**src/rtl/counter_pkg.sv**
```systemverilog
// Shared definitions for the loadable up/down counter family:
// the control FSM state encoding and the default counter width.
package counter_pkg;

    // Default width shared by the up counter and the down-counting timer.
    localparam int DEFAULT_WIDTH = 4;

    // Control FSM states. The 2-bit encoding is shared by both counters.
    typedef enum logic [1:0] {
        IDLE = 2'b00,
        RUN  = 2'b01,
        HOLD = 2'b10,
        DONE = 2'b11
    } state_e;

    // True while a countdown is in progress (running or paused).
    function automatic logic is_active(input state_e st);
        return (st == RUN) || (st == HOLD);
    endfunction

endpackage : counter_pkg

```
**src/rtl/down_counter_timer.sv**
```systemverilog
// Loadable down-counting timer with start/pause/stop control.
// A load captures a terminal value into both the count and a reload register.
// When the count reaches zero the timer emits a one-cycle tc pulse and sets a
// sticky done flag.
// Optional build macro DOWN_COUNTER_AUTO_RELOAD_EN: on reaching zero the timer
// stays in RUN/HOLD. It reloads from the reload register on the next unpaused
// edge and so produces a periodic tc. Without the macro the timer parks in DONE.
module down_counter_timer
    import counter_pkg::*;
#(
    parameter int WIDTH = DEFAULT_WIDTH
) (
    input  logic             clk,
    input  logic             rst,
    input  logic             load,
    input  logic [WIDTH-1:0] data,
    input  logic             start,
    input  logic             pause,
    input  logic             stop,
    output logic [WIDTH-1:0] count,
    output logic             busy,
    output logic             tc,
    output logic             done
);

    localparam logic [WIDTH-1:0] CNT_ZERO = {WIDTH{1'b0}};
    localparam logic [WIDTH-1:0] CNT_ONE  = WIDTH'(1'b1);

    state_e           state_q, state_d;
    logic [WIDTH-1:0] count_q, count_d;
    logic [WIDTH-1:0] reload_q, reload_d;
    logic             tc_q, tc_d;
    logic             done_q, done_d;
    logic             busy_q, busy_d;
    logic             active_s;

    assign active_s = is_active(state_q);

    // Next-state logic. Priority per edge: load > stop > start > pause > count.
    always_comb begin
        state_d  = state_q;
        count_d  = count_q;
        reload_d = reload_q;
        tc_d     = 1'b0;
        done_d   = done_q;

        if (load) begin
            // Load wins over all control inputs; any start/pause is dropped.
            count_d  = data;
            reload_d = data;
            state_d  = IDLE;
            done_d   = 1'b0;
        end else if (stop && active_s) begin
            // Abort: freeze the count and leave done untouched.
            state_d = IDLE;
        end else if (start && !active_s) begin
            case (state_q)
                IDLE: begin
                    if (count_q == CNT_ZERO) begin
                        // Zero-length countdown completes immediately.
                        state_d = DONE;
                        tc_d    = 1'b1;
                        done_d  = 1'b1;
                    end else if (pause) begin
                        state_d = HOLD;
                    end else begin
                        state_d = RUN;
                    end
                end
                DONE: begin
                    count_d = reload_q;
                    if (reload_q == CNT_ZERO) begin
                        // Nothing to count: signal completion again.
                        state_d = DONE;
                        tc_d    = 1'b1;
                        done_d  = 1'b1;
                    end else begin
                        state_d = RUN;
                    end
                end
                default: begin
                    state_d = state_q;
                end
            endcase
        end else if (active_s) begin
            if (pause) begin
                state_d = HOLD;
            end else begin
                // An unpaused edge in HOLD counts exactly like RUN (no bubble).
                state_d = RUN;
`ifdef DOWN_COUNTER_AUTO_RELOAD_EN
                if (count_q == CNT_ZERO) begin
                    // Reload edge: restart the period, no terminal pulse.
                    count_d = reload_q;
                end else begin
                    count_d = count_q - CNT_ONE;
                    if (count_q == CNT_ONE) begin
                        tc_d   = 1'b1;
                        done_d = 1'b1;
                    end else begin
                        tc_d = 1'b0;
                    end
                end
`else
                if (count_q <= CNT_ONE) begin
                    // Terminal edge; decrement is gated so zero never wraps.
                    count_d = CNT_ZERO;
                    tc_d    = 1'b1;
                    done_d  = 1'b1;
                    state_d = DONE;
                end else begin
                    count_d = count_q - CNT_ONE;
                end
`endif
            end
        end else begin
            // IDLE or DONE with no honoured command: hold everything.
            state_d = state_q;
        end

        busy_d = is_active(state_d);
    end

    // State and output registers with synchronous active-high reset.
    always_ff @(posedge clk) begin
        if (rst) begin
            state_q  <= IDLE;
            count_q  <= CNT_ZERO;
            reload_q <= CNT_ZERO;
            tc_q     <= 1'b0;
            done_q   <= 1'b0;
            busy_q   <= 1'b0;
        end else begin
            state_q  <= state_d;
            count_q  <= count_d;
            reload_q <= reload_d;
            tc_q     <= tc_d;
            done_q   <= done_d;
            busy_q   <= busy_d;
        end
    end

    assign count = count_q;
    assign busy  = busy_q;
    assign tc    = tc_q;
    assign done  = done_q;

endmodule : down_counter_timer

```
**config.mk**
```make
export PLATFORM = sky130hd
export DESIGN_NAME = down_counter_timer
export DESIGN_NICKNAME = d
export VERILOG_FILES = /design/src/rtl/counter_pkg.sv /design/src/rtl/down_counter_timer.sv
export SDC_FILE = /design/constraint.sdc
export NUM_CORES = 1
export LEC_CHECK = 0
export ABC_AREA = 0
export CORE_MARGIN = 5
export CORE_UTILIZATION = 50
export CTS_CLUSTER_DIAMETER = 80
export DETAILED_ROUTE_END_ITERATION = 16
export PLACE_DENSITY = 0.77
export SLEW_MARGIN = 20
export SYNTH_ARGS = -nofsm -noshare
export SYNTH_HDL_FRONTEND = slang
export SYNTH_SLANG_ARGS = --single-unit
```
**constraint.sdc**
```tcl
create_clock -name clk -period 2.3 [get_ports clk]
set_input_delay 0.345 -clock clk [delete_from_list [all_inputs] [get_ports clk]]
set_output_delay 0.345 -clock clk [all_outputs]
set_load 0.02 [all_outputs]
```
==> impl_metrics.sql <==
INSERT INTO impl_metrics (metric_group, metric, value, unit) VALUES
('sta', 'finalClockSkew', '8.48', 'ps'),
('power_and_ir_drop', 'cell_area_power_density', '674', 'mW/mm^2'),
('worst_setup_path', 'worst_setup_path_end_kind', 'flip-flop', ''),
('status', 'result_of_the_run', 'finished clean', ''),
('routing', 'wl_per_cell', '14.5', 'um'),
('routing', 'number_of_iterations_in_the_first_detailed_routing_pass', '4', ''),
('sta', 'timing.final.max_slew_violations', '0', ''),
('logic_synthesis', 'synth_edf_count', '0', ''),
('worst_setup_path', 'criticalPathCategory', 'reg -> reg', ''),
('worst_setup_path', 'critical_path_peak_fanout', '9', ''),
('sta', 'hold_violations', '0', ''),
('sta', 'tightestPinTransition', '516', 'ps'),
('die', 'design.core.area', '0.00169', 'mm^2'),
('global_route', 'grt_max_degree', '15', ''),
('global_route', 'wire_length_of_the_first_global_routing_pass', '3.16', 'mm'),
('worst_hold_path', 'hold_class', 'reg -> reg', ''),
('logic_synthesis', 'mappedNetlistNets', '109', ''),
('routing', 'drc', '0', ''),
('logic_synthesis', 'synth_mux_area_share', '4.59', '%'),
('worst_setup_path', 'timing.critical_path.required', '2440', 'ps'),
('clocking', 'clock_tree.htree_level_count', '1', ''),
('clocking', 'cts.repair_timing.setup_buffer_count', '0', ''),
('die', 'floorplan.initialDensity', '51.6', '%'),
('sta', 'setup_tns', '0', 'ps'),
('logic_synthesis', 'ys_seq_area_share', '29.8', '%'),
('clocking', 'post_cts_hold_buffer_count', '0', ''),
('worst_setup_path', 'worst_ep_arrival_time', '2030', 'ps'),
('global_route', 'grt_util_overall', '15.1', '%'),
('logic_synthesis', 'syn-instance-count', '95', ''),
('logic_synthesis', 'synth_simple_gate_area_share', '27.8', '%'),
('power_and_ir_drop', 'max-vdd-ir-drop', '390', 'uV'),
('logic_synthesis', 'fraction_of_the_mapped_netlist_area_in_compound_gates', '23.8', '%'),
('final_layout', 'layout_cell_share_with_drive_strength_beyond_1', '17.0', '%'),
('sta', 'timing.final.crit_share', '82.2', '%'),
('clocking', 'clock_sink_count', '13', ''),
('die', 'die_area', '0.00268', 'mm^2'),
('clocking', 'clkTransAtPathRegs', '90', 'ps'),
('logic_synthesis', 'synth_fa_ha_area_share', '5.74', '%'),
('logic_synthesis', 'synthXorXnorAreaFrac', '2.01', '%'),
('worst_setup_path', 'critical_path.startpoint_type', 'flip-flop', ''),
('routing', 'via_count', '720', ''),
('sta', 'rsz_0062_raised_after_global_routing', 'no', ''),
('power_and_ir_drop', 'leakage', '0.395', 'nW'),
('final_layout', 'fin_nets', '127', ''),
('routing', 'routed_vias_inst', '5.58', ''),
('final_layout', 'most-common-layout-cells', 'clkdlybuf4s50_1, nor2_1, dfxtp_1', ''),
('logic_synthesis', 'combinational_family_with_the_most_area_after_synthesis', 'simple AND/OR/NAND/NOR gates', ''),
('logic_synthesis', 'syn_area', '872', 'um^2'),
('die', 'die-height', '51.8', 'um'),
('routing', 'postRouteAntennaNets', '0', ''),
('sta', 'report.final.setup_viol', '0', ''),
('worst_setup_path', 'r2r_slack', '410', 'ps'),
('die', 'num_rows', '15', ''),
('sta', 'final.min_clock_period', '1890', 'ps'),
('logic_synthesis', 'netlist-cell-type-count', '36', ''),
('sta', 'max_freq', '0.529', 'GHz'),
('routing', 'detail_route.iter0.violations', '2', ''),
('global_route', 'vias_in_the_first_global_route', '700', ''),
('sta', 'headroom_to_the_max_slew_limit', '65.5', '%'),
('routing', 'totalWireLength', '1.87', 'mm'),
('die', 'die-width', '51.8', 'um'),
('logic_synthesis', 'synth.avg_cell_area', '9.18', 'um^2'),
('clocking', 'clk_path_buf_depth', '2', ''),
('final_layout', 'layout.cells.most_common', 'clkdlybuf4s50_1', ''),
('placed_design', 'routabilityCongestion', '0.817', ''),
('final_layout', 'fin_util', '62.7', '%'),
('global_route', 'grt_antenna_before_repair', '0', ''),
('clocking', 'tritoncts', 'built', ''),
('clocking', 'clock_latency', '270', 'ps'),
('logic_synthesis', 'yosysWarnings', '0', ''),
('clocking', 'cts-resized-gates', '0', ''),
('job', 'max_cap_viol_count', '0', ''),
('global_route', 'gr-total-overflow', '0', ''),
('final_layout', 'flow.area_growth_from_synthesis', '21.5', '%'),
('logic_synthesis', 'async_flop_share', '0', '%'),
('placed_design', 'io_buffer_count', '16', ''),
('power_and_ir_drop', 'power.total', '0.000715', 'W'),
('die', 'pin_count', '17', ''),
('logic_synthesis', 'commonest_register_cell_after_synthesis', 'dfxtp_1', ''),
('clocking', 'cts.root.buffer_cell', 'clkbuf_4', ''),
('clocking', 'cts_inserted_buffers', '3', ''),
('logic_synthesis', 'flop_and_latch_count_out_of_synthesis', '13', ''),
('placed_design', 'place.detailed.hpwl', '1.51', 'mm'),
('final_layout', 'diodes', '0', '');
[report_power, final]
| group | leakage [nW] | switching [W] | internal [W] |
|---|---|---|---|
| Sequential | 0.107 | 0.0000247 | 0.000248 |
| Clock | 0.0150 | 0.0000768 | 0.0000671 |
| Combinational | 0.273 | 0.000164 | 0.000134 |
| Total | 0.395 | 0.000266 | 0.000449 |
[per-stage QoR]
| step | instances | hold slack, ps | instance area (um^2) | setup WS, ps |
|---|---|---|---|---|
| after global routing | 129 | 526 | 1060 | 300 |
| after floorplan | 95 | 414 | 872 | 595 |
| final | 129 | 512 | 1060 | 410 |
| after detailed placement | 125 | 499 | 1030 | 400 |
| after global placement | 125 | 497 | 1030 | 433 |
| after CTS | 129 | 512 | 1060 | 414 |
[path summary, 6_finish.rpt]
kind | from | endpoint | cells past startpoint
setup / recovery | state_q[1] | count[3] | 7
hold / removal | count[1] | count[1] | 2
setup reg to reg | state_q[1] | count[3] | 7
hold reg to reg | count[1] | count[1] | 2
[cells in the mapped netlist, types with 3 or more instances]
cell | count | area share (%)
a2111oi_2 | 3 | 5.2
a21oi_1 | 3 | 1.7
dfxtp_1 | 13 | 30
ha_1 | 4 | 5.7
inv_1 | 7 | 3.0
mux2i_1 | 4 | 4.6
nand2_1 | 3 | 1.3
nand2b_1 | 3 | 2.2
nor2_1 | 13 | 5.6
nor3_1 | 8 | 4.6
[layer usage]
metal	share of wire (%)	up-vias	routed length (um)	global-route usage, %
met5	0	-	0	0
met4	0.64	0	12	2.62
met1	51	329	953	20.6
li1	-	376	-	-
met2	45	13	835	24.8
met3	3.8	2	71	3.15
[registers in the layout (all words and copies together) (netlist names)]
| name | cells |
|---|---|
| count | 4 |
| busy | 1 |
| state_q | 2 |
| done | 1 |
| tc | 1 |
| reload_q | 4 |
[critical path, cell delays in order, from the launching register on]
cell and delay (ps):
dfxtp_1 370, inv_1 50, ha_1 420, o21a_1 190, nor2_2 180, nor2_4 80, a2111oi_2 380, a2111oi_2 80
[final cells by class]
type / instances / area (um^2)
sequential: 13 / 260
fill: 148 / 629
tap: 17 / 21.3
timing repair buffer: 17 / 168
multi-input combinational: 71 / 558
clock buffer: 4 / 26.3
inverter: 7 / 26.3
[logic make-up (layout without fill, tap and decap cells)]
group,count (synthesis),in the layout
buffers and inverters,11,28
flip-flops,13,13
multiplexers,4,4
XOR/XNOR,2,2
adder cells (fa/ha/maj),4,4
AND/OR/NAND/NOR,40,40
AO/OA/AOI/OAI,21,21
No activity file was read; power rests on OpenSTA's default activity.
